## config.mk

```make
export PLATFORM = sky130hd
export DESIGN_NAME = hex_display_scheduler
export DESIGN_NICKNAME = d
export VERILOG_FILES = /design/src/rtl/hex_display_scheduler.sv
export SDC_FILE = /design/constraint.sdc
export NUM_CORES = 1
export LEC_CHECK = 0
export ABC_AREA = 1
export BUFFER_PORTS_ARGS = -buffer_cell sky130_fd_sc_hd__buf_2
export CORE_ASPECT_RATIO = 1.1
export CORE_MARGIN = 2
export CORE_UTILIZATION = 48
export CTS_CLUSTER_DIAMETER = 150
export CTS_CLUSTER_SIZE = 16
export DETAILED_ROUTE_END_ITERATION = 6
export PLACE_DENSITY_LB_ADDON = 0.12
export SYNTH_ARGS = -nofsm -noshare
export SYNTH_HDL_FRONTEND = slang
export SYNTH_SLANG_ARGS = --single-unit
```

## constraint.sdc

```tcl
create_clock -name clk -period 1.8 [get_ports clk]
set_input_delay 0.09 -clock clk [delete_from_list [all_inputs] [get_ports clk]]
set_output_delay 0.09 -clock clk [all_outputs]
set_load 0.05 [all_outputs]
```

## src/rtl/hex_display_scheduler.sv

```systemverilog
// Rotates several debug sources onto six HEX digits, with auto/manual stepping and optional
// freeze snapshot (enabled by defining HEX_SCHED_SNAPSHOT_EN).
module hex_display_scheduler #(
    parameter int unsigned NUM_SRC         = 5,
    parameter int unsigned DATA_W          = 32,
    parameter int unsigned DWELL_CYCLES    = 50_000_000,
    parameter int unsigned DEBOUNCE_CYCLES = 500_000
) (
    input  logic                      clk,
    input  logic                      reset,
    input  logic [NUM_SRC*DATA_W-1:0] src_data,
    input  logic [NUM_SRC-1:0]        src_valid,
    input  logic                      mode_auto,
    input  logic                      key_next_n,
    input  logic                      key_freeze_n,
    output logic [23:0]               disp_data,
    output logic [2:0]                disp_sel,
    output logic                      disp_frozen,
    output logic                      disp_stale
);

    localparam int unsigned DWELL_W = (DWELL_CYCLES > 1) ? $clog2(DWELL_CYCLES) : 1;
    localparam int unsigned DB_W    = (DEBOUNCE_CYCLES > 1) ? $clog2(DEBOUNCE_CYCLES) : 1;

    typedef enum logic [1:0] {StRunManual, StRunAuto, StFrozen} state_e;

    state_e               state_q, state_d;
    logic [2:0]           sel_q, sel_d;
    logic [DWELL_W-1:0]   dwell_q, dwell_d;
    logic [23:0]          data_q;
    logic                 frozen_q, stale_q;
    logic [1:0]           mode_sync_q, next_sync_q;
    logic [DB_W-1:0]      next_cnt_q, next_cnt_d;
    logic                 next_deb_q, next_deb_d, next_p_q;
    logic                 next_p, frz_p, mode_s, capture;
    logic [NUM_SRC-1:0]   vld;
    logic [2:0]           adv_sel;
    logic [23:0]          cur_data;
    logic                 cur_valid;
    logic                 unused_src;

    assign unused_src = ^src_data;
    assign mode_s     = mode_sync_q[1];
    assign next_p     = next_p_q;

    always_comb begin
        next_cnt_d = next_cnt_q;
        next_deb_d = next_deb_q;
        if (next_sync_q[1] == next_deb_q) begin
            next_cnt_d = '0;
        end else if (next_cnt_q == DB_W'(DEBOUNCE_CYCLES - 1)) begin
            next_deb_d = next_sync_q[1];
            next_cnt_d = '0;
        end else begin
            next_cnt_d = next_cnt_q + 1'b1;
        end
    end

`ifdef HEX_SCHED_SNAPSHOT_EN
    logic [1:0]      frz_sync_q;
    logic [DB_W-1:0] frz_cnt_q, frz_cnt_d;
    logic            frz_deb_q, frz_deb_d, frz_p_q;
    logic [23:0]     snap_data_q [NUM_SRC];
    logic [NUM_SRC-1:0] snap_valid_q;

    assign frz_p = frz_p_q;

    always_comb begin
        frz_cnt_d = frz_cnt_q;
        frz_deb_d = frz_deb_q;
        if (frz_sync_q[1] == frz_deb_q) begin
            frz_cnt_d = '0;
        end else if (frz_cnt_q == DB_W'(DEBOUNCE_CYCLES - 1)) begin
            frz_deb_d = frz_sync_q[1];
            frz_cnt_d = '0;
        end else begin
            frz_cnt_d = frz_cnt_q + 1'b1;
        end
    end

    always_ff @(posedge clk) begin
        if (reset) begin
            frz_sync_q   <= 2'b11;
            frz_cnt_q    <= '0;
            frz_deb_q    <= 1'b1;
            frz_p_q      <= 1'b0;
            snap_valid_q <= '0;
            for (int i = 0; i < NUM_SRC; i++) snap_data_q[i] <= '0;
        end else begin
            frz_sync_q <= {frz_sync_q[0], key_freeze_n};
            frz_cnt_q  <= frz_cnt_d;
            frz_deb_q  <= frz_deb_d;
            frz_p_q    <= frz_deb_q & ~frz_deb_d;
            if (capture) begin
                snap_valid_q <= src_valid;
                for (int i = 0; i < NUM_SRC; i++) snap_data_q[i] <= src_data[i*DATA_W +: 24];
            end
        end
    end
`else
    logic unused_frz;
    assign unused_frz = key_freeze_n;
    assign frz_p      = 1'b0;
`endif

    // Advance target and displayed-source mux; FROZEN reads the snapshot instead of live inputs.
    always_comb begin
        logic       found_hi, found_lo;
        logic [2:0] nxt_hi, nxt_lo;
        vld       = src_valid;
        cur_data  = '0;
        cur_valid = 1'b0;
        for (int i = 0; i < NUM_SRC; i++) begin
            if (sel_q == 3'(i)) begin
                cur_data  = src_data[i*DATA_W +: 24];
                cur_valid = src_valid[i];
            end
        end
`ifdef HEX_SCHED_SNAPSHOT_EN
        if (state_q == StFrozen) begin
            vld = snap_valid_q;
            for (int i = 0; i < NUM_SRC; i++) begin
                if (sel_q == 3'(i)) begin
                    cur_data  = snap_data_q[i];
                    cur_valid = snap_valid_q[i];
                end
            end
        end
`endif
        found_hi = 1'b0;
        found_lo = 1'b0;
        nxt_hi   = '0;
        nxt_lo   = '0;
        for (int i = 0; i < NUM_SRC; i++) begin
            if (vld[i]) begin
                if (!found_lo) begin
                    found_lo = 1'b1;
                    nxt_lo   = 3'(i);
                end
                if (!found_hi && (3'(i) > sel_q)) begin
                    found_hi = 1'b1;
                    nxt_hi   = 3'(i);
                end
            end
        end
        adv_sel = found_hi ? nxt_hi : (found_lo ? nxt_lo : sel_q);
    end

    always_comb begin
        state_d = state_q;
        sel_d   = sel_q;
        dwell_d = dwell_q;
        capture = 1'b0;
        unique case (state_q)
            StRunManual: begin
                dwell_d = '0;
                if (frz_p) begin
                    state_d = StFrozen;
                    capture = 1'b1;
                end else if (mode_s) begin
                    state_d = StRunAuto;
                end else if (next_p) begin
                    sel_d = adv_sel;
                end
            end
            StRunAuto: begin
                if (frz_p) begin
                    state_d = StFrozen;
                    capture = 1'b1;
                    dwell_d = '0;
                end else if (!mode_s) begin
                    state_d = StRunManual;
                    dwell_d = '0;
                end else if (dwell_q == DWELL_W'(DWELL_CYCLES - 1)) begin
                    dwell_d = '0;
                    sel_d   = adv_sel;
                end else begin
                    dwell_d = dwell_q + 1'b1;
                end
            end
            StFrozen: begin
                dwell_d = '0;
                if (frz_p) begin
                    state_d = mode_s ? StRunAuto : StRunManual;
                end else if (next_p) begin
                    sel_d = adv_sel;
                end
            end
            default: state_d = StRunManual;
        endcase
    end

    always_ff @(posedge clk) begin
        if (reset) begin
            state_q     <= StRunManual;
            sel_q       <= '0;
            dwell_q     <= '0;
            data_q      <= '0;
            frozen_q    <= 1'b0;
            stale_q     <= 1'b0;
            mode_sync_q <= 2'b00;
            next_sync_q <= 2'b11;
            next_cnt_q  <= '0;
            next_deb_q  <= 1'b1;
            next_p_q    <= 1'b0;
        end else begin
            state_q     <= state_d;
            sel_q       <= sel_d;
            dwell_q     <= dwell_d;
            data_q      <= cur_data;
            frozen_q    <= (state_d == StFrozen);
            stale_q     <= ~cur_valid;
            mode_sync_q <= {mode_sync_q[0], mode_auto};
            next_sync_q <= {next_sync_q[0], key_next_n};
            next_cnt_q  <= next_cnt_d;
            next_deb_q  <= next_deb_d;
            next_p_q    <= next_deb_q & ~next_deb_d;
        end
    end

    assign disp_data   = data_q;
    assign disp_sel    = sel_q;
    assign disp_frozen = frozen_q;
    assign disp_stale  = stale_q;

endmodule

```

Yosys cells after proc, flatten, opt, wreduce, memory -nomap -nowiden
Cells that the tools add are included.

word-level totals
  register bits = 82
  bits in latches = 0
  bits in writable memories = 0
  ROM bits = 0
  bits of input ports = 170
  output and inout port bits = 29
  logic and storage cells = 105
  memories kept = 0

operators by class
  add/subtract/negate cells = 2
  $mul = 0
  divide/modulo/power cells = 0
  magnitude comparators = 5
  equality and inequality tests = 13
  shift operators = 0
  multiplexer cells = 56
  bitwise gates (word level) = 3
  reduce and logical (&&, ||, !) cells = 15

operators by type and width
  operator                                                      count
  2-to-1 mux 24 bit                                             5
  2-to-1 mux 3 bit                                              18
  2-to-1 mux 26 bit                                             2
  case mux 26 bit (2 select lines)                              1
  adder 26 x 1 -> 26 bit, second input constant                 1
  == test 26 bit, second input constant                         1
  2-to-1 mux 1 bit                                              26
  adder 19 x 1 -> 19 bit, second input constant                 1
  == test 19 bit, second input constant                         1
  case mux 3 bit (3 select lines)                               1
  == test 3 x 2 -> 1 bit, second input constant                 2
  greater-than comparator 1 x 3 -> 1 bit, first input constant  2
  greater-than comparator 2 x 3 -> 1 bit, first input constant  2
  inequality test 2 bit, second input constant                  3
  case mux 2 bit (3 select lines)                               1
  == test 2 bit, second input constant                          2
  logical AND 1 bit                                             4
  zero test 1 bit                                               4
  2-to-1 mux 2 bit                                              2
  AND reduction 4 bit                                           1
  == test 3 x 1 -> 1 bit, second input constant                 1
  == test 3 bit, second input constant                          1
  greater-than comparator 3 bit, first input constant           1
  zero test 3 bit                                               1
  9 further kinds                                               10

Logic depth before layout (Yosys ltp)
  word-level depth = 23
  gate-level depth with buffers = 11
  depth with buffers taken out = 11

Worst setup path before layout
No wires, ideal clock.

  path kind = register -> register
  from = register sel_q[0], in the netlist disp_sel[0]
  to = register data_q[13], in the netlist disp_data[13]
  setup time = 0.126 ns
  arrival time = 1.613 ns
  data required time = 1.674 ns
  setup slack = 0.062 ns
  cell stages (with the launch flop) = 7
  path buffers = 3
  clock period less this slack = 1.738 ns
  cells stage by stage = dfxtp_1 buf_2 inv_1 nand3_1 clkbuf_1 buf_2 a31oi_1

on the way
  longest elaborated chain between the ends = 6
  elaborated cells on any way between the ends = 10
  those cells by class = eq/ne: 4; mux: 5; reduce/logical: 1

ends and longest elaborated chain
  element                         line  source
  start: declaration              28    logic [2:0] sel_q, sel_d;
  start signal: assignment        208   sel_q <= sel_d;
  zero test 3 bit                 114   if (sel_q == 3'(i)) begin
  2-to-1 mux 24 bit (4 in a row)  114
  2-to-1 mux 24 bit *             114
  end signal: assignment          210   data_q <= cur_data;
  end: declaration                30    logic [23:0] data_q;

Every way passes the cells marked *; elsewhere a longest branch is shown, timed or not.
A chain may end at the register's enable or synchronous reset.

Worst setup path in the final report
  from = register dwell_q[1]
  to = register dwell_q[2]

on the way
  longest elaborated chain between the ends = 4
  elaborated cells on any way between the ends = 5
  those cells by class = add/sub: 1; eq/ne: 1; mux: 3

ends and longest elaborated chain
  element                                                          line      source
  start: declaration                                               29        logic [DWELL_W-1:0] dwell_q, dwell_d;
  start signal: assignment                                         209       dwell_q <= dwell_d;
  adder 26 x 1 -> 26 bit / == test 26 bit (equally long branches)  178, 174
  2-to-1 mux 26 bit *                                              174       end else if (dwell_q == DWELL_W'(DWELL_CYCLES - 1)) begin
  2-to-1 mux 26 bit *                                              171       end else if (!mode_s) begin
  case mux 26 bit (2 select lines) *                               154       unique case (state_q)

Marked as above.

==> impl_results.md <==
* Clock share of power at around two fifths
* Die area at roughly 10000 um2
* Post-synthesis cell area at 4420 um2
* Main synth FF type: dfxtp_1
* Fraction of the yosys area taken by sequential cells at 36.7%
* Post-DP HPWL at between 9000 and 10000 um
* CTS tree: yes
* CTS root buf: clkbuf_8
* Power Density at 631 nW/um2
* Worst R2R Start: dwell_q[1]
* Final routed DRC violation total at 0
* Top cells by count, synth: nand2_1, nor2_1, dfxtp_1
* Die Y-Extent at 105 um
* Worst min-delay path class: input port to flip-flop
* Relative slew slack at 75.8%
* Fin Setup TNS at 0 ns
* Hold Violations, Final at 0
* Critical Path RT at 2.04 ns
* Pin count of the biggest net entering global routing at 29
* Yosys top cell area share at between 30% and 40%
* Combinational share of power at a little under an eighth
* Peak Freq at 598 MHz
* P_sw at 0.870 mW
* Initial Util at 49.6%
* Row cnt at 36
* Ys async rst share at 0%
* Tot GR Track Use at 26.5%
* Initial antenna violation count at 1
* RSZ-0062 raised after global routing: no
* Setup CP Type: flip-flop to flip-flop
* DIE WIDTH at approximately 96 um
* M2 GR Usage at around 44%
* Crit Path Max Fanout at 22
* Post-DR vias/cell at 5.17
* CORE AREA at 8920 um2
* Area delta synth->final at 32.8%
* DR iter-0 viols at between 150 and 200
* Post-Syn Instances at ~670
* I/O pin count at 199
* Post-synth EDFFs at 0
* GRT overflow at 0
* Leakage power at 2.59 nW
* Period utilization at 92.9%
* DR vias at 5049
* Worst hold start: src_data[100]
* First-pass GRT wire length at 21200 um
* Sw Share at 23.5%
* Clock sink count at 81
* Minimum clock period at 1.67 ns
* Crit path launch type: flip-flop
* Status: complete, no violations
* Critical path endpoint category: flip-flop
* Internal power at roughly 2.8 mW
* Yosys cell types at 36
* Crit path arrival time at 1.91 ns
* Iteration count of the initial detailed-routing pass at 5
* Crit path cell chain: ha_2 -> nand2_2 -> nor2_4 -> nand3_2 -> nor2_1 -> nand2_1 -> nand2_1 -> nand2_1 -> nand2_2 -> buf_12 -> nor3_1
* Final setup fails at 0
* Final antenna-violating net count at 0
* FF+latch count, synth at 81
* Highest cell delay on the worst timing path at 0.36 ns
* Clk_lat worst skew at roughly 0.35 ns
* Critical-path top delay cell: dfxtp_2
* IO Port Bufs at 157
* Number of CTS-inserted buffers at 9
* Worst Setup SP: dwell_q[1]
* Final WL at 12800 um
* CP dominant cell by count: nand2_1
* Critical Path Stages at 11
* Post-Place Setup Slack at 0.0817 ns
* Final-stage net count at ~1000
* Post-synth net total at 844
* Family with the most delay on the worst path: simple AND/OR/NAND/NOR gates
* Peak supply drop at ~0.34 mV
* Avg Inst Size Synth at 6.58 um2
* GPL Wtd Cong at 0.868
* FILL cells at 802
* Hold depth at 3
* Max Slew Vio Count at 0
* Ratio of cells with drive above 1 in the final layout at 25.1%
* CP bufs+invs at 1
* Top-count cell post-synth: nand2_1
* Final Util at 65.8%
* Final Skew at 0.00570 ns
* R2R depth at 11
* Clk slew on worst S/H paths at 0.07 ns
* Worst slew pin tran at 0.359 ns
* GR Util met3 at just over 7%
* GRT Max-Usage Layer: met2
* Top post-synthesis cells by area: dfxtp_1, nand2_1, o21ai_0, nor2_1, nand3_1
* Total of max-cap violations at 0
* Ys Warns at 0
* Seq pwr share at 49.6%
* Final WS setup at 0.128 ns
* CTS H-tree lvls at 3
* Synth area leader: dfxtp_1
* Vias in the first global route at 4822
* CTS Buffer Depth at 2
* GRT met1 Usage at between 30% and 40%
* Average routed wire per standard cell at 13.1 um
cell families (layout without fill, tap and decap cells):
family / after synthesis / in the layout / share of synthesized area (%)
compound gates: 126 / 126 / 15.4
xor+xnor: 19 / 19 / 3.76
fa+ha+maj: 2 / 2 / 0.566
buf+inv: 92 / 282 / 8.57
flops: 81 / 81 / 36.7
other cells: 0 / 1 / 0
simple gates: 352 / 352 / 35.0
per-stage QoR:
step	total power, mW	instance area, um2	hold WS, ns	cells
6_report	3.71	5870	0.0199	977
5_1_grt	3.85	5870	0.0332	977
4_1_cts	3.74	5840	0.00237	974
3_5_place_dp	2.28	5390	0.282	935
3_3_place_gp	2.27	5390	0.276	935
2_1_floorplan	2.08	4420	0.194	672
what timing repair did:
item | in CTS | in global routing
hold buffers | 24 | 1
setup endpoints to repair | 0 | 42
setup buffers | 0 | 1
hold endpoints to repair | 24 | 1
gates resized for setup | 0 | 4
tightest hold or removal path, delay by kind of cell:
kind | cells | cell delay, ns
AND/OR/NAND/NOR | 1 | 0.06
buffers and inverters | 1 | 0.09
AO/OA/AOI/OAI | 1 | 0.08
layer usage:
layer,part of all wire [%],wire [um]
met3,8.0,1020
met2,49,6290
met1,40,5140
met4,2.8,356
met5,0,0
path summary, 6_finish.rpt:
kind	to	slack [ns]
worst max register to register	dwell_q[2]	0.13
worst max-delay path	dwell_q[2]	0.13
worst min register to register	mode_sync_q[1]	0.42
worst min-delay path	disp_data[4]	0.02
power groups by stage:
stage | Combinational [mW] | Sequential [mW] | Clock, mW
after floorplan | 0.0948 | 1.99 | 0
after global placement | 0.392 | 1.88 | 0
after detailed placement | 0.398 | 1.88 | 0
after CTS | 0.438 | 1.84 | 1.46
after global routing | 0.480 | 1.84 | 1.53
final | 0.442 | 1.84 | 1.43
registers in the layout, indices dropped and copies added, names as in the netlist:
register	count
next_p	1
next_cnt_q	19
disp_stale	1
state_q	2
next_deb_q	1
disp_data	24
dwell_q	26
next_sync_q	2
mode_sync_q	2
disp_sel	3
layout by cell type (no fill, tap or decap), types with 19 or more instances in the layout:
master	n
nand2_1	149
o21ai_0	74
dlygate4sd3_1	25
inv_1	64
buf_2	157
nor2_1	98
a31oi_1	24
nand3_1	50
dfxtp_1	80
nor3_1	19
cell type report:
type,count,area (um2),area share (%)
inverter,65,246,4.20
antenna,1,2.50,0.0426
tap,114,143,2.43
timing repair buffer,202,1210,20.6
clock buffer,12,145,2.47
clock inverter,3,65.1,1.11
multi-input combinational,499,2430,41.5
sequential,81,1620,27.6
No activity file was read; power rests on OpenSTA's default activity.
